### config.mk
export PLATFORM = sky130hd
export DESIGN_NAME = fifo_wr_ctrl_flat
export DESIGN_NICKNAME = d
export VERILOG_FILES = /design/src/rtl/fifo_pkg.sv /design/src/rtl/fifo_wr_ctrl_if.sv /design/src/rtl/fifo_level_tracker.sv /design/src/rtl/fifo_wr_ctrl.sv /design/src/flat_wrapper.sv
export SDC_FILE = /design/constraint.sdc
export NUM_CORES = 1
export LEC_CHECK = 0
export CORE_MARGIN = 4
export CORE_UTILIZATION = 40
export DETAILED_ROUTE_END_ITERATION = 10
export PLACE_DENSITY = 0.72
export SYNTH_ARGS = -nofsm -noshare
export SYNTH_HDL_FRONTEND = slang
export SYNTH_SLANG_ARGS = --single-unit
### constraint.sdc
create_clock -name clk -period 2.5 [get_ports clk]
set_clock_uncertainty 0.2 [all_clocks]
set_input_delay 0.375 -clock clk [delete_from_list [all_inputs] [get_ports clk]]
set_output_delay 0.375 -clock clk [all_outputs]
set_load 0.1 [all_outputs]
### src/rtl/fifo_pkg.sv
// Shared constants and types for the 16-deep, 8-bit FIFO and its side controllers.
package fifo_pkg;

    localparam int DATA_WIDTH = 8;
    localparam int FIFO_DEPTH = 16;
    localparam int PTR_SIZE   = 4;
    // The FIFO reports full at 15 entries, so one slot is never usable.
    localparam int CAPACITY   = FIFO_DEPTH - 1;
    localparam int LVL_W      = PTR_SIZE + 1;

    typedef enum logic [1:0] {
        IDLE  = 2'd0,
        RUN   = 2'd1,
        FAULT = 2'd2
    } wr_ctrl_state_t;

endpackage

### src/rtl/fifo_wr_ctrl_if.sv
// Producer handshake, FIFO write strobes and status for the FIFO write controller.
interface fifo_wr_ctrl_if #(
    parameter int DATA_WIDTH = fifo_pkg::DATA_WIDTH,
    parameter int LVL_W      = fifo_pkg::LVL_W
);
    logic                  enable;
    logic                  clr_fault;
    logic                  src_valid;
    logic [DATA_WIDTH-1:0] src_data;
    logic                  src_ready;
    logic                  rd_n_mon;
    logic                  over_flow;
    logic                  wr_n;
    logic [DATA_WIDTH-1:0] wr_data;
    logic [LVL_W-1:0]      level;
    logic                  fault;
    logic [15:0]           wr_count;

    modport slave (
        input  enable, clr_fault, src_valid, src_data, rd_n_mon, over_flow,
        output src_ready, wr_n, wr_data, level, fault, wr_count
    );

    modport master (
        output enable, clr_fault, src_valid, src_data, rd_n_mon, over_flow,
        input  src_ready, wr_n, wr_data, level, fault, wr_count
    );
endinterface

### src/rtl/fifo_level_tracker.sv
// Shadow occupancy of the FIFO from observed write/read strobes; never wraps.
module fifo_level_tracker
    import fifo_pkg::*;
#(
    parameter int LVL_W    = fifo_pkg::LVL_W,
    parameter int CAPACITY = fifo_pkg::CAPACITY
) (
    input  logic             clk,
    input  logic             rst_n,
    input  logic             wr_commit_i,
    input  logic             rd_req_i,
    output logic [LVL_W-1:0] level_o
);

    logic [LVL_W-1:0] level_q, level_d;
    logic             rd_commit;

    // A read request against an empty FIFO is an underflow and does not count.
    assign rd_commit = rd_req_i && (level_q != '0);

    always_comb begin
        level_d = level_q;
        if (wr_commit_i && !rd_commit && (level_q < LVL_W'(CAPACITY)))
            level_d = level_q + 1'b1;
        else if (rd_commit && !wr_commit_i)
            level_d = level_q - 1'b1;
    end

    always_ff @(posedge clk or negedge rst_n) begin
        if (!rst_n) level_q <= '0;
        else        level_q <= level_d;
    end

    assign level_o = level_q;

endmodule

### src/rtl/fifo_wr_ctrl.sv
// Upstream write controller: valid/ready producer in, registered wr_n/data_in strobes out.
module fifo_wr_ctrl #(
    parameter int DATA_WIDTH = fifo_pkg::DATA_WIDTH,
    parameter int CAPACITY   = fifo_pkg::CAPACITY,
    parameter int LVL_W      = fifo_pkg::LVL_W
) (
    input  logic          clk,
    input  logic          rst_n,
    fifo_wr_ctrl_if.slave bus
);
    import fifo_pkg::*;

    wr_ctrl_state_t        state_q;
    logic                  wr_n_q;
    logic [DATA_WIDTH-1:0] wr_data_q;
    logic                  fault_q;
    logic [15:0]           wr_count_q;
    logic [LVL_W-1:0]      level;
    logic [LVL_W:0]        occ;
    logic                  wr_commit;
    logic                  ready;
    logic                  accept;

    assign wr_commit = !wr_n_q;

    // The write already on the strobe is not in level yet, so reserve its slot.
    assign occ    = {1'b0, level} + {{LVL_W{1'b0}}, wr_commit};
    assign ready  = (state_q == RUN) && bus.enable && (occ < (LVL_W+1)'(CAPACITY));
    assign accept = bus.src_valid && ready;

    always_ff @(posedge clk or negedge rst_n) begin
        if (!rst_n) begin
            state_q    <= IDLE;
            wr_n_q     <= 1'b1;
            wr_data_q  <= '0;
            fault_q    <= 1'b0;
            wr_count_q <= '0;
        end else begin
            wr_n_q <= !accept;
            if (accept)
                wr_data_q <= bus.src_data;
            if (wr_commit && (wr_count_q != 16'hFFFF))
                wr_count_q <= wr_count_q + 16'd1;

            case (state_q)
                IDLE: begin
                    if (bus.enable) state_q <= RUN;
                end
                RUN: begin
                    // Overflow wins over a simultaneous disable.
                    if (bus.over_flow) begin
                        state_q <= FAULT;
                        fault_q <= 1'b1;
                    end else if (!bus.enable) begin
                        state_q <= IDLE;
                    end
                end
                FAULT: begin
                    if (bus.clr_fault) begin
                        state_q <= IDLE;
                        fault_q <= 1'b0;
                    end
                end
                default: begin
                    state_q <= IDLE;
                    fault_q <= 1'b0;
                end
            endcase
        end
    end

    fifo_level_tracker #(
        .LVL_W    (LVL_W),
        .CAPACITY (CAPACITY)
    ) u_level (
        .clk         (clk),
        .rst_n       (rst_n),
        .wr_commit_i (wr_commit),
        .rd_req_i    (!bus.rd_n_mon),
        .level_o     (level)
    );

    assign bus.src_ready = ready;
    assign bus.wr_n      = wr_n_q;
    assign bus.wr_data   = wr_data_q;
    assign bus.level     = level;
    assign bus.fault     = fault_q;
    assign bus.wr_count  = wr_count_q;

endmodule

### src/flat_wrapper.sv
// flat-port wrapper written by rule: the top's interface ports become plain ports
module fifo_wr_ctrl_flat import fifo_pkg::*;
#(
    parameter int DATA_WIDTH = fifo_pkg::DATA_WIDTH,
    parameter int CAPACITY   = fifo_pkg::CAPACITY,
    parameter int LVL_W      = fifo_pkg::LVL_W
)
  (clk, rst_n, bus_enable, bus_clr_fault, bus_src_valid, bus_src_data, bus_rd_n_mon, bus_over_flow, bus_src_ready, bus_wr_n, bus_wr_data, bus_level, bus_fault, bus_wr_count);
  fifo_wr_ctrl_if #(.DATA_WIDTH(DATA_WIDTH), .LVL_W(LVL_W)) bus_i ();
  input  logic clk;
  input  logic rst_n;
  input wire logic [$bits(bus_i.enable)-1:0] bus_enable;
  input wire logic [$bits(bus_i.clr_fault)-1:0] bus_clr_fault;
  input wire logic [$bits(bus_i.src_valid)-1:0] bus_src_valid;
  input wire logic [$bits(bus_i.src_data)-1:0] bus_src_data;
  input wire logic [$bits(bus_i.rd_n_mon)-1:0] bus_rd_n_mon;
  input wire logic [$bits(bus_i.over_flow)-1:0] bus_over_flow;
  output wire logic [$bits(bus_i.src_ready)-1:0] bus_src_ready;
  output wire logic [$bits(bus_i.wr_n)-1:0] bus_wr_n;
  output wire logic [$bits(bus_i.wr_data)-1:0] bus_wr_data;
  output wire logic [$bits(bus_i.level)-1:0] bus_level;
  output wire logic [$bits(bus_i.fault)-1:0] bus_fault;
  output wire logic [$bits(bus_i.wr_count)-1:0] bus_wr_count;
  assign bus_i.enable = bus_enable;
  assign bus_i.clr_fault = bus_clr_fault;
  assign bus_i.src_valid = bus_src_valid;
  assign bus_i.src_data = bus_src_data;
  assign bus_i.rd_n_mon = bus_rd_n_mon;
  assign bus_i.over_flow = bus_over_flow;
  assign bus_src_ready = bus_i.src_ready;
  assign bus_wr_n = bus_i.wr_n;
  assign bus_wr_data = bus_i.wr_data;
  assign bus_level = bus_i.level;
  assign bus_fault = bus_i.fault;
  assign bus_wr_count = bus_i.wr_count;
  fifo_wr_ctrl #(.DATA_WIDTH(DATA_WIDTH), .CAPACITY(CAPACITY), .LVL_W(LVL_W)) u_core (.clk(clk), .rst_n(rst_n), .bus(bus_i));
endmodule
After elaboration in Yosys (flattened, before gate mapping) --
Index checks and enable logic that the tools add are counted.
Word-level totals: output and inout port bits 32, input bits 15, register bits after elaboration 33, logic and storage cells 47
Cells by class: reduce and logical (&&, ||, !) cells 17, equality and inequality tests 7, mux-type cells 10, bitwise operators 1, add/sub/neg operators 4, magnitude comparators 2
Operators by type and width (number):
- 16-bit by 1-bit adder with 16-bit output, second input constant | 1
- 16-bit inequality test, second input constant | 1
- 5-bit two-way mux | 2
- 1-bit logical AND | 8
- 2-bit two-way mux | 4
- 5-bit by 1-bit adder with 6-bit output | 1
- 6-bit by 4-bit less-than comparator with 1-bit output, second input constant | 1
- 2-bit inequality test, second input constant | 3
- 2-bit case mux with 3 select lines | 1
- 3-bit AND reduction | 2
- 5-bit by 1-bit adder with 5-bit output, second input constant | 1
- 5-bit by 4-bit less-than comparator with 1-bit output, second input constant | 1
- 5-bit nonzero test | 1
- 5-bit by 1-bit subtractor with 5-bit output, second input constant | 1
- 1-bit zero test | 4
- 3-bit inequality test, second input constant | 1
- 1-bit case mux with 3 select lines | 1
- 2-bit by 1-bit == test with 1-bit output, second input constant | 1
- 2-bit == test, second input constant | 1
- 2-bit zero test | 1
- 1-bit two-way mux | 2
- 2-bit nonzero test | 1
- 1-bit inverter | 1

Logic depth before layout (Yosys ltp) --
depth in word-level cells 6, gate-level depth with buffers 10, depth with buffers taken out 9

By module --
Synthesis repeated with hierarchy kept, for this count alone.
Second synthesis, totals: cell total of the unflattened synthesis 150, area, all modules 1742.9 µm²
By module, submodules not included:
- fifo_wr_ctrl | sequential area each 701.9 µm², area an instance 1395.1 µm², cells an instance 120, times used 1
- fifo_level_tracker | sequential area each 125.1 µm², area an instance 347.8 µm², cells an instance 30, times used 1

Worst setup path before layout --
No wires, ideal clock.
path type flip-flop to flip-flop, from register u_core.wr_n_q, in the netlist u_core.bus.wr_n, to register u_core.wr_data_q[0], in the netlist u_core.bus.wr_data[0], setup time 0.126 ns, clock period less this slack 3.923 ns, stages on the path, launching flop included 9, arrival time 3.598 ns, setup slack -1.423 ns, required time 2.174 ns, path through dfstp_2 > inv_1 > ha_1 > ha_1 > a31oi_1 > a41oi_1 > a2111oi_4 > nand2_4 > mux2_2
On the way: longest elaborated chain between the ends 5
RTL lines:
- start: declaration | RTL line fifo_wr_ctrl.sv:14 | logic wr_n_q;
- start signal: assignment | RTL line fifo_wr_ctrl.sv:39 | wr_n_q <= !accept;
- 1-bit zero test | RTL line fifo_wr_ctrl.sv:24 | assign wr_commit = !wr_n_q;
- 5-bit by 1-bit adder with 6-bit output | RTL line fifo_wr_ctrl.sv:27 | assign occ = {1'b0, level} + {{LVL_W{1'b0}}, wr_commit};
- 6-bit by 4-bit less-than comparator with 1-bit output | RTL line fifo_wr_ctrl.sv:28 | assign ready = (state_q == RUN) && bus.enable && (occ < (LVL_W+1)'(CAPACITY));
- 1-bit logical AND | RTL line fifo_wr_ctrl.sv:28
- net bus_src_ready | RTL line flat_wrapper.sv:18 | output wire logic [$bits(bus_i.src_ready)-1:0] bus_src_ready;
- 1-bit logical AND | RTL line fifo_wr_ctrl.sv:29 | assign accept = bus.src_valid && ready;
- end signal: assignment | RTL line fifo_wr_ctrl.sv:41 | wr_data_q <= bus.src_data;
- end: declaration | RTL line fifo_wr_ctrl.sv:15 | logic [DATA_WIDTH-1:0] wr_data_q;
The timed path passes the listed nets, and every way through them passes these cells. A chain may end at the register's enable or synchronous reset.

Final worst setup path --
from register u_core.wr_n_q, in the netlist u_core.bus.wr_n, to output bus_src_ready
On the way: longest elaborated chain between the ends 4
RTL lines (RTL line):
- 1-bit zero test | fifo_wr_ctrl.sv:24
- 5-bit by 1-bit adder with 6-bit output | fifo_wr_ctrl.sv:27
- 6-bit by 4-bit less-than comparator with 1-bit output | fifo_wr_ctrl.sv:28
- 1-bit logical AND | fifo_wr_ctrl.sv:28
- end: declaration | flat_wrapper.sv:18
No other way between the ends.

==> impl_results.md <==
* Post-DR vias/cell at 5.20
* DRT antenna net count at 0
* Top-area cell type share of the netlist area at 48.6%
* Crit-path cells: inv_4 > ha_4 > ha_4 > buf_6 > a31oi_4 > a41oi_2 > a2111oi_4 > buf_12
* CTS clock-pin slew for the worst setup and hold paths at 80 ps
* Storage cell area at between 800 and 900 sq um
* Cell row count at 23
* Async SR Flop Fraction at 100%
* CTS root buf: clkbuf_8
* Clk pwr share at 12.8%
* Ys flop type: dfrtp_1
* Die ar. at 5210 sq um
* Fill cell count at between 300 and 400
* Post-synth EDFFs at 0
* Hold buffer count at CTS at 0
* Logic pwr share at 60.4%
* Vias in the first global route at roughly 1400
* Post-Syn Area at 1650 sq um
* Startpoint Class: register
* Gr ovfl total at 0
* Clock Latency Late Sink at 290 ps
* Synthesized Nets at between 150 and 200
* DP Wirelength at 2830 um
* Register area share after synthesis at 50.2%
* Hold Crit Class: in -> async
* Most common cell after layout, fill and taps aside: buf_4
* Max VDD drop at 0.909 mV
* Max clock buf depth at 2
* Clock sink total at 33
* Post-route cell area at ~2400 sq um
* First DRT Iteration DRCs at 65
* GR Util All Layers at 16.2%
* Final core utilization at 61.2%
* Placer Congestion at 0.799
* Tmin final at 2820 ps
* Worst EP required at roughly 1900 ps
* CP max FO at 2
* Max-Slew Margin vs Limit at 68.8%
* First drt pass iteration count at 4
* Sequential group share of total power at 26.7%
* Largest net degree at the start of global routing at 34
* P&R area growth vs syn at 48.4%
* Final Setup Violations at 10
* Final setup margin at -318 ps
* Vias at 1378
* Tcrit/Tclk final at 113%
* Critical Path End Type: output port
* Max Slew Vio Count at 0
* Net Sw Frac at 54.7%
* Die height at 72.2 um
* First-pass GRT wire length at roughly 6400 um
* Placed instance area at approximately 2200 sq um
* Nets at between 200 and 250
* Avg Synthesized Cell Area at 11.3 sq um
* Antenna diodes at 0
* Synth cell types at 31
* PortBufs at 46
* Num CTS Buffers at 5
* NetSw at 1810 uW
* Final Hold Viols at 0
* Initial antenna violation count at 0
* Worst Path Class, Setup: reg -> out
* Die X at 72.2 um
* Synth Instances at 146
* Critical path's largest stage delay at 630 ps
* Yosys reg bits at 33
* CTS tree: yes
* Static leakage at ~0.0011 uW
* Pwr Density at 1350 nW/um^2
* Worst Max-Slew Pin Slew at 468 ps
* Most frequent cells in the layout: 45 x buf_4, 26 x dfrtp_1, 14 x clkdlybuf4s50_1
* Total of max-cap violations at 0
* Synth warn at 0
* Synth area leader: dfrtp_1
* Outcome: finished with violations
* Routed WL at between 4000 and 5000 um
* Worst path most repeated cell: ha_4
* Initial Util at approximately 40%
* FMAX at about 0.35 GHz
* Multi-input logic area at 921 sq um
* Failing checks: setup timing
* Data arrival time of the critical path at 2240 ps
* Slowest library cell on the worst path: dfstp_4
* DR DRC count at 0
* Internal power at ~1500 uW
* Largest cells by area after synthesis: dfrtp_1 49%, mux2_2 8.9%, xnor2_1 5.8%
* Reg2reg setup slack at -130 ps
* Num ports at 47
* Share of layout cells above drive strength 1 at 42.3%
* RSZ-0062 raised after global routing: yes
* CTS H-Tree Depth at 2
* WL/cell at 15.2 um
* Placeable core area at around 4000 sq um
metal layers:
layer	up-vias	wire [um]	GRT usage, %	share of wire [%]
met5	-	0	0	0
met4	0	110	7.52	2.7
met3	11	279	6.79	6.9
met2	48	2060	28.1	51
met1	656	1580	16.9	39
li1	663	-	-	-
final cells by class:
class,count,area share [%]
timing repair buffer,61,20.8
multi-input combinational,110,37.6
inverter,3,0.563
tap,50,2.56
clock inverter,2,0.563
clock buffer,6,3.38
sequential,33,34.5
critical path, delay by kind of cell, from the launching register on:
kind	cells	cell delay, ps
AO/OA/AOI/OAI	3	630
adder cells (fa/ha/maj)	2	320
buffers and inverters	3	380
flip-flops	1	630
synthesized netlist by cell type, types with 4 or more instances:
library cell and number:
o21ai_0 6, mux2_2 13, nand2_1 14, xor2_1 5
nor3_1 4, nor2_1 8, dfrtp_1 32, nand4_1 4
a21oi_1 9, nand3_1 7, xnor2_1 11, ha_1 6
what timing repair did:
item                       CTS  global route
buffers inserted             8             3
gates cloned                 1             0
resized for setup            2             7
hold endpoints to repair     0             0
pin swaps                    4            10
setup endpoints to repair   10            11
stage by stage:
step / TNS, ps / instances / hold WS, ps / total power, uW / setup WS (ps)
2_1_floorplan: -10340 / 146 / -121 / 2330 / -1110
3_3_place_gp: 0 / 246 / 286 / 2690 / 12.8
3_5_place_dp: -185 / 246 / 295 / 2740 / -134
4_1_cts: -1050 / 263 / 292 / 3240 / -305
5_1_grt: -2010 / 265 / 312 / 3460 / -394
6_report: -1300 / 265 / 276 / 3310 / -318
cells by family (layout without fill, tap and decap cells):
| kind of cell | count (synthesis) | count (layout) | synth area share [%] |
|---|---|---|---|
| XOR/XNOR | 16 | 16 | 8.50 |
| multiplexers | 13 | 13 | 8.88 |
| AO/OA/AOI/OAI | 24 | 24 | 10.2 |
| flip-flops | 33 | 33 | 50.2 |
| adder cells (fa/ha/maj) | 7 | 7 | 5.77 |
| buffers and inverters | 4 | 72 | 0.987 |
| AND/OR/NAND/NOR | 49 | 50 | 15.5 |
path summary, 6_finish.rpt:
| kind | end | depth (start not counted) | startpoint |
|---|---|---|---|
| min | u_core.bus.wr_count[11] | 2 | rst_n |
| min in group clk | u_core.bus.wr_data[2] | 1 | u_core.bus.wr_data[2] |
| max | bus_src_ready | 8 | u_core.bus.wr_n |
| max in group asynchronous | u_core.u_level.level_o[1] | 2 | rst_n |
| max reg2reg | u_core.bus.wr_data[0] | 10 | u_core.bus.wr_n |
| min reg2reg | u_core.bus.wr_data[2] | 1 | u_core.bus.wr_data[2] |
power by group through the flow:
stage	logic, uW	registers (uW)	clock network [uW]
2_1_floorplan	469	1860	0
3_3_place_gp	1800	892	0
3_5_place_dp	1840	901	0
4_1_cts	1930	871	438
5_1_grt	2090	907	464
6_report	2000	884	425
registers in the layout, summed over array words and instances (netlist names):
name / count
u_core.bus.wr_count: 16
u_core.bus.wr_data: 8
u_core.u_level.level_o: 5
u_core.state_q: 2
u_core.bus.fault: 1
u_core.bus.wr_n: 1
No activity file was read; power rests on OpenSTA's default activity.
